`config.mk`:
```
export PLATFORM = sky130hd
export DESIGN_NAME = seven_seg_scan_ctrl_flat
export DESIGN_NICKNAME = d
export VERILOG_FILES = /design/src/rtl/seven_seg_scan_ctrl_pkg.sv /design/src/rtl/seven_seg_scan_ctrl_if.sv /design/src/rtl/seven_seg_scan_ctrl_bcd_to_seg.sv /design/src/rtl/seven_seg_scan_ctrl.sv /design/src/flat_wrapper.sv
export SDC_FILE = /design/constraint.sdc
export NUM_CORES = 1
export LEC_CHECK = 0
export CORE_MARGIN = 2
export CORE_UTILIZATION = 40
export DETAILED_ROUTE_END_ITERATION = 12
export HOLD_SLACK_MARGIN = 0.02
export PLACE_DENSITY = 0.68
export SYNTH_ARGS = -nofsm -noshare
export SYNTH_HDL_FRONTEND = slang
export SYNTH_SLANG_ARGS = --single-unit
```
`constraint.sdc`:
```
create_clock -name clk -period 3.7 [get_ports clk]
set_input_delay 0.555 -clock clk [delete_from_list [all_inputs] [get_ports clk]]
set_output_delay 0.555 -clock clk [all_outputs]
set_load 0.05 [all_outputs]
```
`src/rtl/seven_seg_scan_ctrl_pkg.sv`:
```
// Shared definitions for the 4-digit seven-segment scan controller.
// Holds the scan-state enumeration, the all-off output constants and a
// helper that turns a scan state into its active-low digit enable.
package seven_seg_scan_ctrl_pkg;

  typedef enum logic [1:0] {
    SCAN0 = 2'd0,
    SCAN1 = 2'd1,
    SCAN2 = 2'd2,
    SCAN3 = 2'd3
  } scan_state_e;

  localparam logic [7:0] SEG_OFF = 8'hFF;
  localparam logic [3:0] DIG_OFF = 4'b1111;

  // Active-low one-hot enable for the digit addressed by a scan state.
  function automatic logic [3:0] dig_enable(input scan_state_e s);
    return ~(4'b0001 << s);
  endfunction

endpackage

```
`src/rtl/seven_seg_scan_ctrl_if.sv`:
```
// Bundle of the control inputs and display/count outputs of the scan
// controller.
//   inc/clr/hold/lzb : count and display controls (driven by master)
//   seg[7:0]         : active-low segments, dp on [7]
//   dig[3:0]         : active-low digit enables
//   count[15:0]      : 4-digit BCD count, digit 0 on [3:0]
//   wrap             : one-cycle 9999->0000 rollover pulse
interface seven_seg_scan_ctrl_if;
  logic        inc;
  logic        clr;
  logic        hold;
  logic        lzb;
  logic [7:0]  seg;
  logic [3:0]  dig;
  logic [15:0] count;
  logic        wrap;

  modport master (output inc, clr, hold, lzb, input seg, dig, count, wrap);
  modport slave  (input inc, clr, hold, lzb, output seg, dig, count, wrap);
endinterface

```
`src/rtl/seven_seg_scan_ctrl_bcd_to_seg.sv`:
```
// Combinational BCD to seven-segment decoder, active-low outputs.
//   digit[3:0] : BCD value 0..9 (other codes decode to all-off)
//   blank      : forces all segments off
//   seg_n[6:0] : segments g..a on [6:0], 0 = lit
module bcd_to_seg (
  input  logic [3:0] digit,
  input  logic       blank,
  output logic [6:0] seg_n
);

  always_comb begin
    seg_n = 7'h7F;
    if (!blank) begin
      case (digit)
        4'd0:    seg_n = 7'h40;
        4'd1:    seg_n = 7'h79;
        4'd2:    seg_n = 7'h24;
        4'd3:    seg_n = 7'h30;
        4'd4:    seg_n = 7'h19;
        4'd5:    seg_n = 7'h12;
        4'd6:    seg_n = 7'h02;
        4'd7:    seg_n = 7'h78;
        4'd8:    seg_n = 7'h00;
        4'd9:    seg_n = 7'h10;
        default: seg_n = 7'h7F;
      endcase
    end
  end

endmodule

```
`src/rtl/seven_seg_scan_ctrl.sv`:
```
// 4-digit BCD counter with a multiplexed, ghost-suppressed seven-segment
// scan driver.
//   clk, rst : system clock (rising edge), asynchronous active-high reset
//   bus      : slave side of seven_seg_scan_ctrl_if (controls in,
//              seg/dig/count/wrap out, all registered)
// Parameters: REFRESH_DIV cycles per digit slot, BLANK_CYC all-off cycles
// at the start of each slot (BLANK_CYC < REFRESH_DIV, REFRESH_DIV >= 4).
module seven_seg_scan_ctrl
  import seven_seg_scan_ctrl_pkg::*;
#(
  parameter int REFRESH_DIV = 50000,
  parameter int BLANK_CYC   = 500
) (
  input logic                 clk,
  input logic                 rst,
  seven_seg_scan_ctrl_if.slave bus
);

  localparam int PW = $clog2(REFRESH_DIV);
  localparam logic [PW-1:0] PRESC_LAST = PW'(REFRESH_DIV - 1);
  localparam logic [PW-1:0] BLANK_END  = PW'(BLANK_CYC);

  logic [PW-1:0] presc_q, presc_d;
  scan_state_e   state_q, state_d;
  logic [15:0]   count_q, count_d;
  logic          wrap_q, wrap_d;
  logic [7:0]    seg_q, seg_d;
  logic [3:0]    dig_q, dig_d;

  logic          accept_inc;
  logic [3:0]    digit_zero;
  logic [3:0]    digit_blank;
  logic [3:0]    cur_digit;
  logic          cur_blank;
  logic [6:0]    seg7;

  generate
    for (genvar gi = 0; gi < 4; gi++) begin : g_zero
      assign digit_zero[gi] = (count_q[gi*4 +: 4] == 4'd0);
    end
  endgenerate

  // Counter: clr beats hold beats inc; carry ripples through digits at 9.
  always_comb begin
    logic carry;
    accept_inc = bus.inc & ~bus.clr & ~bus.hold;
    wrap_d     = accept_inc && (count_q == 16'h9999);
    count_d    = count_q;
    carry      = accept_inc;
    for (int i = 0; i < 4; i++) begin
      if (carry) begin
        if (count_q[i*4 +: 4] >= 4'd9) begin
          count_d[i*4 +: 4] = 4'd0;
        end else begin
          count_d[i*4 +: 4] = count_q[i*4 +: 4] + 4'd1;
          carry = 1'b0;
        end
      end
    end
    if (bus.clr) count_d = 16'h0000;
  end

  // Prescaler and scan state advance only with time, never with the count.
  always_comb begin
    if (presc_q == PRESC_LAST) begin
      presc_d = '0;
      state_d = scan_state_e'(state_q + 2'd1);
    end else begin
      presc_d = presc_q + PW'(1);
      state_d = state_q;
    end
  end

  // Leading-zero blanking: a digit blanks only if every higher digit does.
  always_comb begin
    digit_blank[3] = bus.lzb & digit_zero[3];
    digit_blank[2] = digit_blank[3] & digit_zero[2];
    digit_blank[1] = digit_blank[2] & digit_zero[1];
    digit_blank[0] = 1'b0;
  end

  always_comb begin
    case (state_d)
      SCAN0:   begin cur_digit = count_q[3:0];   cur_blank = digit_blank[0]; end
      SCAN1:   begin cur_digit = count_q[7:4];   cur_blank = digit_blank[1]; end
      SCAN2:   begin cur_digit = count_q[11:8];  cur_blank = digit_blank[2]; end
      default: begin cur_digit = count_q[15:12]; cur_blank = digit_blank[3]; end
    endcase
  end

  bcd_to_seg u_bcd_to_seg (
    .digit (cur_digit),
    .blank (cur_blank),
    .seg_n (seg7)
  );

  // Outputs are computed from next-state prescaler/state so that the
  // registered dig/seg line up with the prescaler value they belong to.
  always_comb begin
    if (presc_d < BLANK_END) begin
      dig_d = DIG_OFF;
      seg_d = SEG_OFF;
    end else begin
      dig_d = dig_enable(state_d);
      seg_d = {1'b1, seg7};
    end
  end

  always_ff @(posedge clk or posedge rst) begin
    if (rst) begin
      presc_q <= '0;
      state_q <= SCAN0;
      count_q <= 16'h0000;
      wrap_q  <= 1'b0;
      seg_q   <= SEG_OFF;
      dig_q   <= DIG_OFF;
    end else begin
      presc_q <= presc_d;
      state_q <= state_d;
      count_q <= count_d;
      wrap_q  <= wrap_d;
      seg_q   <= seg_d;
      dig_q   <= dig_d;
    end
  end

  assign bus.seg   = seg_q;
  assign bus.dig   = dig_q;
  assign bus.count = count_q;
  assign bus.wrap  = wrap_q;

endmodule

```
`src/flat_wrapper.sv`:
```
// flat-port wrapper written by rule: the top's interface ports become plain ports
module seven_seg_scan_ctrl_flat import seven_seg_scan_ctrl_pkg::*;
#(
  parameter int REFRESH_DIV = 50000,
  parameter int BLANK_CYC   = 500
)
  (clk, rst, bus_inc, bus_clr, bus_hold, bus_lzb, bus_seg, bus_dig, bus_count, bus_wrap);
  seven_seg_scan_ctrl_if bus_i ();
  input logic clk;
  input logic rst;
  input wire logic [$bits(bus_i.inc)-1:0] bus_inc;
  input wire logic [$bits(bus_i.clr)-1:0] bus_clr;
  input wire logic [$bits(bus_i.hold)-1:0] bus_hold;
  input wire logic [$bits(bus_i.lzb)-1:0] bus_lzb;
  output wire logic [$bits(bus_i.seg)-1:0] bus_seg;
  output wire logic [$bits(bus_i.dig)-1:0] bus_dig;
  output wire logic [$bits(bus_i.count)-1:0] bus_count;
  output wire logic [$bits(bus_i.wrap)-1:0] bus_wrap;
  assign bus_i.inc = bus_inc;
  assign bus_i.clr = bus_clr;
  assign bus_i.hold = bus_hold;
  assign bus_i.lzb = bus_lzb;
  assign bus_seg = bus_i.seg;
  assign bus_dig = bus_i.dig;
  assign bus_count = bus_i.count;
  assign bus_wrap = bus_i.wrap;
  seven_seg_scan_ctrl #(.REFRESH_DIV(REFRESH_DIV), .BLANK_CYC(BLANK_CYC)) u_core (.clk(clk), .rst(rst), .bus(bus_i));
endmodule
```
==> flow_results.xml <==
<?xml version="1.0" encoding="UTF-8"?>
<metrics>
  <group name="run">
    <metric name="timing.max_cap.violations" unit="">0</metric>
  </group>
  <group name="power">
    <metric name="leakagePower" unit="nW">1.45</metric>
    <metric name="cellPowerDensity" unit="mW/mm^2">287</metric>
    <metric name="vdd.ir_drop.worst" unit="uV">128</metric>
  </group>
  <group name="global_routing">
    <metric name="grt_pass1_vias" unit="">2306</metric>
    <metric name="grt_overflow" unit="">0</metric>
    <metric name="global_route.usage.total" unit="%">16.6</metric>
    <metric name="grt_antenna_before_repair" unit="">0</metric>
    <metric name="largest_net_degree_at_the_start_of_global_routing" unit="">47</metric>
    <metric name="grt_pass1_wl" unit="mm">11.5</metric>
  </group>
  <group name="clock_network">
    <metric name="cts.repair.resized" unit="">0</metric>
    <metric name="cts-buffers-inserted" unit="">5</metric>
    <metric name="cts.clk_slew.worst_paths" unit="ns">0.09</metric>
    <metric name="clockBufferDepth" unit="">2</metric>
    <metric name="cts_tree" unit="">done</metric>
    <metric name="library_cell_used_as_clock_root_buffer" unit="">sky130_fd_sc_hd__clkbuf_8</metric>
    <metric name="htree_num_levels" unit="">2</metric>
    <metric name="cts.sink_count" unit="">46</metric>
    <metric name="post_cts_hold_buffer_count" unit="">0</metric>
    <metric name="cts.repair_timing.setup_buffer_count" unit="">0</metric>
    <metric name="worst_skew_pair.late_latency" unit="ns">0.30</metric>
  </group>
  <group name="synthesis">
    <metric name="mux_contribution_to_synthesized_area" unit="%">4.39</metric>
    <metric name="synth-seq-area-share" unit="%">37.9</metric>
    <metric name="synth_top_cell_by_area" unit="">sky130_fd_sc_hd__dfrtp_1</metric>
    <metric name="synth_top_cells_by_count" unit="">sky130_fd_sc_hd__dfrtp_1, sky130_fd_sc_hd__nand2_1, sky130_fd_sc_hd__nor2_1, sky130_fd_sc_hd__nand3_1, sky130_fd_sc_hd__o21ai_0</metric>
    <metric name="post_synth_instance_area" unit="sq mm">0.00308</metric>
    <metric name="synth_cell_types" unit="">63</metric>
    <metric name="synth_adder_area_share" unit="%">7.73</metric>
    <metric name="synth_top_flop_cell" unit="">sky130_fd_sc_hd__dfrtp_1</metric>
    <metric name="ys_seq_elements" unit="">46</metric>
    <metric name="dominant_combinational_cell_family_by_area_after_synthesis" unit="">simple AND/OR/NAND/NOR gates</metric>
    <metric name="asyncSetResetFlopFracSynth" unit="%">100</metric>
    <metric name="mappedNetlistNets" unit="">358</metric>
    <metric name="ranking_of_synthesized_cells_by_area" unit="">sky130_fd_sc_hd__dfrtp_1, sky130_fd_sc_hd__dfstp_2, sky130_fd_sc_hd__ha_1</metric>
    <metric name="synth-edff-count" unit="">0</metric>
    <metric name="synth.yosys.warnings" unit="">0</metric>
    <metric name="post_synth_and_or_nand_nor_area_fraction" unit="%">24.6</metric>
    <metric name="synth_xor_xnor_area_share" unit="%">4.84</metric>
    <metric name="post-synth-top-count-cell" unit="">sky130_fd_sc_hd__dfrtp_1</metric>
    <metric name="gate_count_of_the_mapped_netlist" unit="">333</metric>
    <metric name="synth_top_area_share" unit="%">28.5</metric>
    <metric name="synth_compound_gate_area_share" unit="%">15.7</metric>
    <metric name="synth_area_per_cell" unit="sq um">9.24</metric>
  </group>
  <group name="floorplan">
    <metric name="io_pins" unit="">35</metric>
    <metric name="core-area" unit="sq mm">0.00737</metric>
    <metric name="row_count" unit="">31</metric>
    <metric name="floorplan.die_area" unit="sq mm">0.00841</metric>
    <metric name="dieWidth" unit="um">91.7</metric>
    <metric name="die_h" unit="um">91.7</metric>
    <metric name="initial_utilization" unit="%">41.7</metric>
  </group>
  <group name="placed_design">
    <metric name="port_buffers" unit="">33</metric>
    <metric name="dp.final_hpwl" unit="mm">4.84</metric>
    <metric name="place_congestion" unit="">0.861</metric>
    <metric name="numPlacedInstances" unit="">453</metric>
  </group>
  <group name="detailed_routing">
    <metric name="vias" unit="">2530</metric>
    <metric name="post_drt_via_cell_ratio" unit="">5.49</metric>
    <metric name="antenna_violating_nets_post_route" unit="">0</metric>
    <metric name="drt_wl_total" unit="mm">6.74</metric>
    <metric name="drt_iter0_markers" unit="">148</metric>
    <metric name="dr.pass1.iters" unit="">5</metric>
    <metric name="drc" unit="">0</metric>
    <metric name="wl_per_cell" unit="um">14.6</metric>
  </group>
  <group name="setup_path">
    <metric name="timing.critical_path.slowest_stage_cell" unit="">sky130_fd_sc_hd__or4b_4</metric>
    <metric name="slowest_delay" unit="ns">0.62</metric>
    <metric name="crit_path_end_kind" unit="">flop</metric>
    <metric name="critical_path.n_buffers_inverters" unit="">1</metric>
    <metric name="worstPathCellList" unit="">or4b_4 -&gt; nor4_4 -&gt; xnor2_1 -&gt; inv_2 -&gt; a2111oi_2 -&gt; nor2_1 -&gt; ha_1 -&gt; nor2_1 -&gt; o21ai_1 -&gt; a21bo_1</metric>
    <metric name="worst_path_required_time" unit="ns">3.94</metric>
    <metric name="worst-r2r-setup-slack" unit="ns">0.52</metric>
    <metric name="worstReg2RegStart" unit="">u_core.presc_q[4]</metric>
    <metric name="timing.critical_path.fanout_max" unit="">9</metric>
    <metric name="worstSetupPathType" unit="">flop to flop</metric>
    <metric name="timing.critical_path.from_type" unit="">flop</metric>
    <metric name="data_arrival_time_of_the_worst_path" unit="ns">3.42</metric>
    <metric name="regToRegEndpoint" unit="">u_core.bus.seg[6]</metric>
    <metric name="cpMostUsedCell" unit="">sky130_fd_sc_hd__nor2_1</metric>
    <metric name="path_delay_family" unit="">simple AND/OR/NAND/NOR gates</metric>
    <metric name="length_in_cells_of_the_worst_reg_to_reg_path" unit="">10</metric>
  </group>
  <group name="worst_hold_path">
    <metric name="worst_hold_path.endpoint" unit="">u_core.presc_q[0]</metric>
    <metric name="min-delay-path-class" unit="">flop to flop</metric>
    <metric name="min_from" unit="">u_core.presc_q[0]</metric>
    <metric name="hold_depth" unit="">1</metric>
  </group>
  <group name="cells_and_area">
    <metric name="multiInputGateArea" unit="sq mm">0.00177</metric>
    <metric name="area.sequential" unit="sq mm">0.00116</metric>
    <metric name="nets" unit="">386</metric>
    <metric name="cell_count_final_fillers_out" unit="">461</metric>
    <metric name="diodes" unit="">0</metric>
    <metric name="post-route-util" unit="%">49.1</metric>
    <metric name="synthToLayoutAreaGrowth" unit="%">17.6</metric>
    <metric name="drive_above_1_share" unit="%">11.0</metric>
    <metric name="fillerInstances" unit="">695</metric>
  </group>
  <group name="timing">
    <metric name="max_slew_headroom_at_the_worst_pin" unit="%">35.8</metric>
    <metric name="hold_viol" unit="">0</metric>
    <metric name="final.setup_skew" unit="ns">0.00884</metric>
    <metric name="slew_violations" unit="">0</metric>
    <metric name="finalWorstPathRequiredPeriod" unit="ns">3.18</metric>
    <metric name="worst_pin_slew" unit="ns">0.962</metric>
    <metric name="layout_worst_path_cycle_share" unit="%">86.0</metric>
    <metric name="timing.fmax" unit="MHz">314</metric>
    <metric name="grt_setup_unrepaired" unit="">no</metric>
    <metric name="setup-violations-final" unit="">0</metric>
    <metric name="tns" unit="ns">0</metric>
  </group>
  <group name="outcome">
    <metric name="outcome" unit="">finished, final reports clean</metric>
  </group>
</metrics>
cell usage in the layout (no fill, tap or decap), types with 6 or more instances in the layout:
cell	netlist	layout
sky130_fd_sc_hd__nand3_1	23	23
sky130_fd_sc_hd__xnor2_1	11	11
sky130_fd_sc_hd__dfrtp_1	35	35
sky130_fd_sc_hd__ha_1	19	19
sky130_fd_sc_hd__nor3_1	10	10
sky130_fd_sc_hd__o21ai_0	20	20
sky130_fd_sc_hd__dfstp_2	11	11
sky130_fd_sc_hd__xor2_1	6	6
sky130_fd_sc_hd__inv_1	17	16
sky130_fd_sc_hd__clkbuf_8	0	6
sky130_fd_sc_hd__a21oi_1	17	17
sky130_fd_sc_hd__nor2_1	24	24
sky130_fd_sc_hd__o21ai_1	6	6
sky130_fd_sc_hd__clkdlybuf4s50_1	0	33
sky130_fd_sc_hd__nand2_1	25	25
sky130_fd_sc_hd__mux2i_1	9	9
logic make-up after synthesis:
group | Yosys count
AND/OR/NAND/NOR | 133
adder cells (fa/ha/maj) | 19
flip-flops | 46
buffers and inverters | 35
multiplexers | 11
other | 1
XOR/XNOR | 17
AO/OA/AOI/OAI | 71
cell type report:
cell class / count / share of cell area, %
tap: 99 / 3.42
clock buffer: 8 / 3.67
multi-input combinational: 252 / 48.9
timing repair buffer: 36 / 9.75
sequential: 46 / 32.2
inverter: 20 / 2.08
power breakdown:
group,leakage [nW],switching (mW),total (mW),internal (mW)
sequential,0.587,0.0127,0.522,0.510
clock,0.0678,0.177,0.411,0.234
combinational,0.799,0.0695,0.105,0.0360
total,1.45,0.259,1.04,0.779
worst max-delay path by stage:
stage                           endpoint  cells after the start         startpoint  slack, ns
global placement    u_core.bus.count[14]                      8            bus_inc       0.44
detailed placement  u_core.bus.count[14]                      8            bus_inc       0.36
floorplan              u_core.bus.seg[6]                     12  u_core.presc_q[0]       0.53
CTS                    u_core.bus.seg[6]                     10  u_core.presc_q[4]       0.53
finish                 u_core.bus.seg[6]                     10  u_core.presc_q[4]       0.52
global route           u_core.bus.seg[6]                     10  u_core.presc_q[4]       0.33
stage by stage:
stage,power (mW),setup WS [ns],hold slack [ns],area (sq um)
detailed placement,0.639,0.362,0.516,3480
floorplan,0.602,0.533,0.479,3080
global placement,0.637,0.439,0.505,3480
CTS,1.05,0.528,0.529,3620
finish,1.04,0.516,0.528,3620
global route,1.08,0.326,0.567,3620
metal layers:
metal  global-route usage, %  part of all wire [%]  wire length [um]
met3                    2.79                   3.4               229
met1                    23.6                    49              3280
met4                    3.98                  0.85                57
met2                    26.6                    47              3170
met5                       0                     0                 0
flip-flops by register name, indices dropped and copies added (netlist names):
register / count
u_core.bus.wrap: 1
u_core.presc_q: 16
u_core.bus.count: 16
u_core.bus.dig: 4
u_core.bus.seg: 7
u_core.state_q: 2
Power figures use the tool's default switching activity.
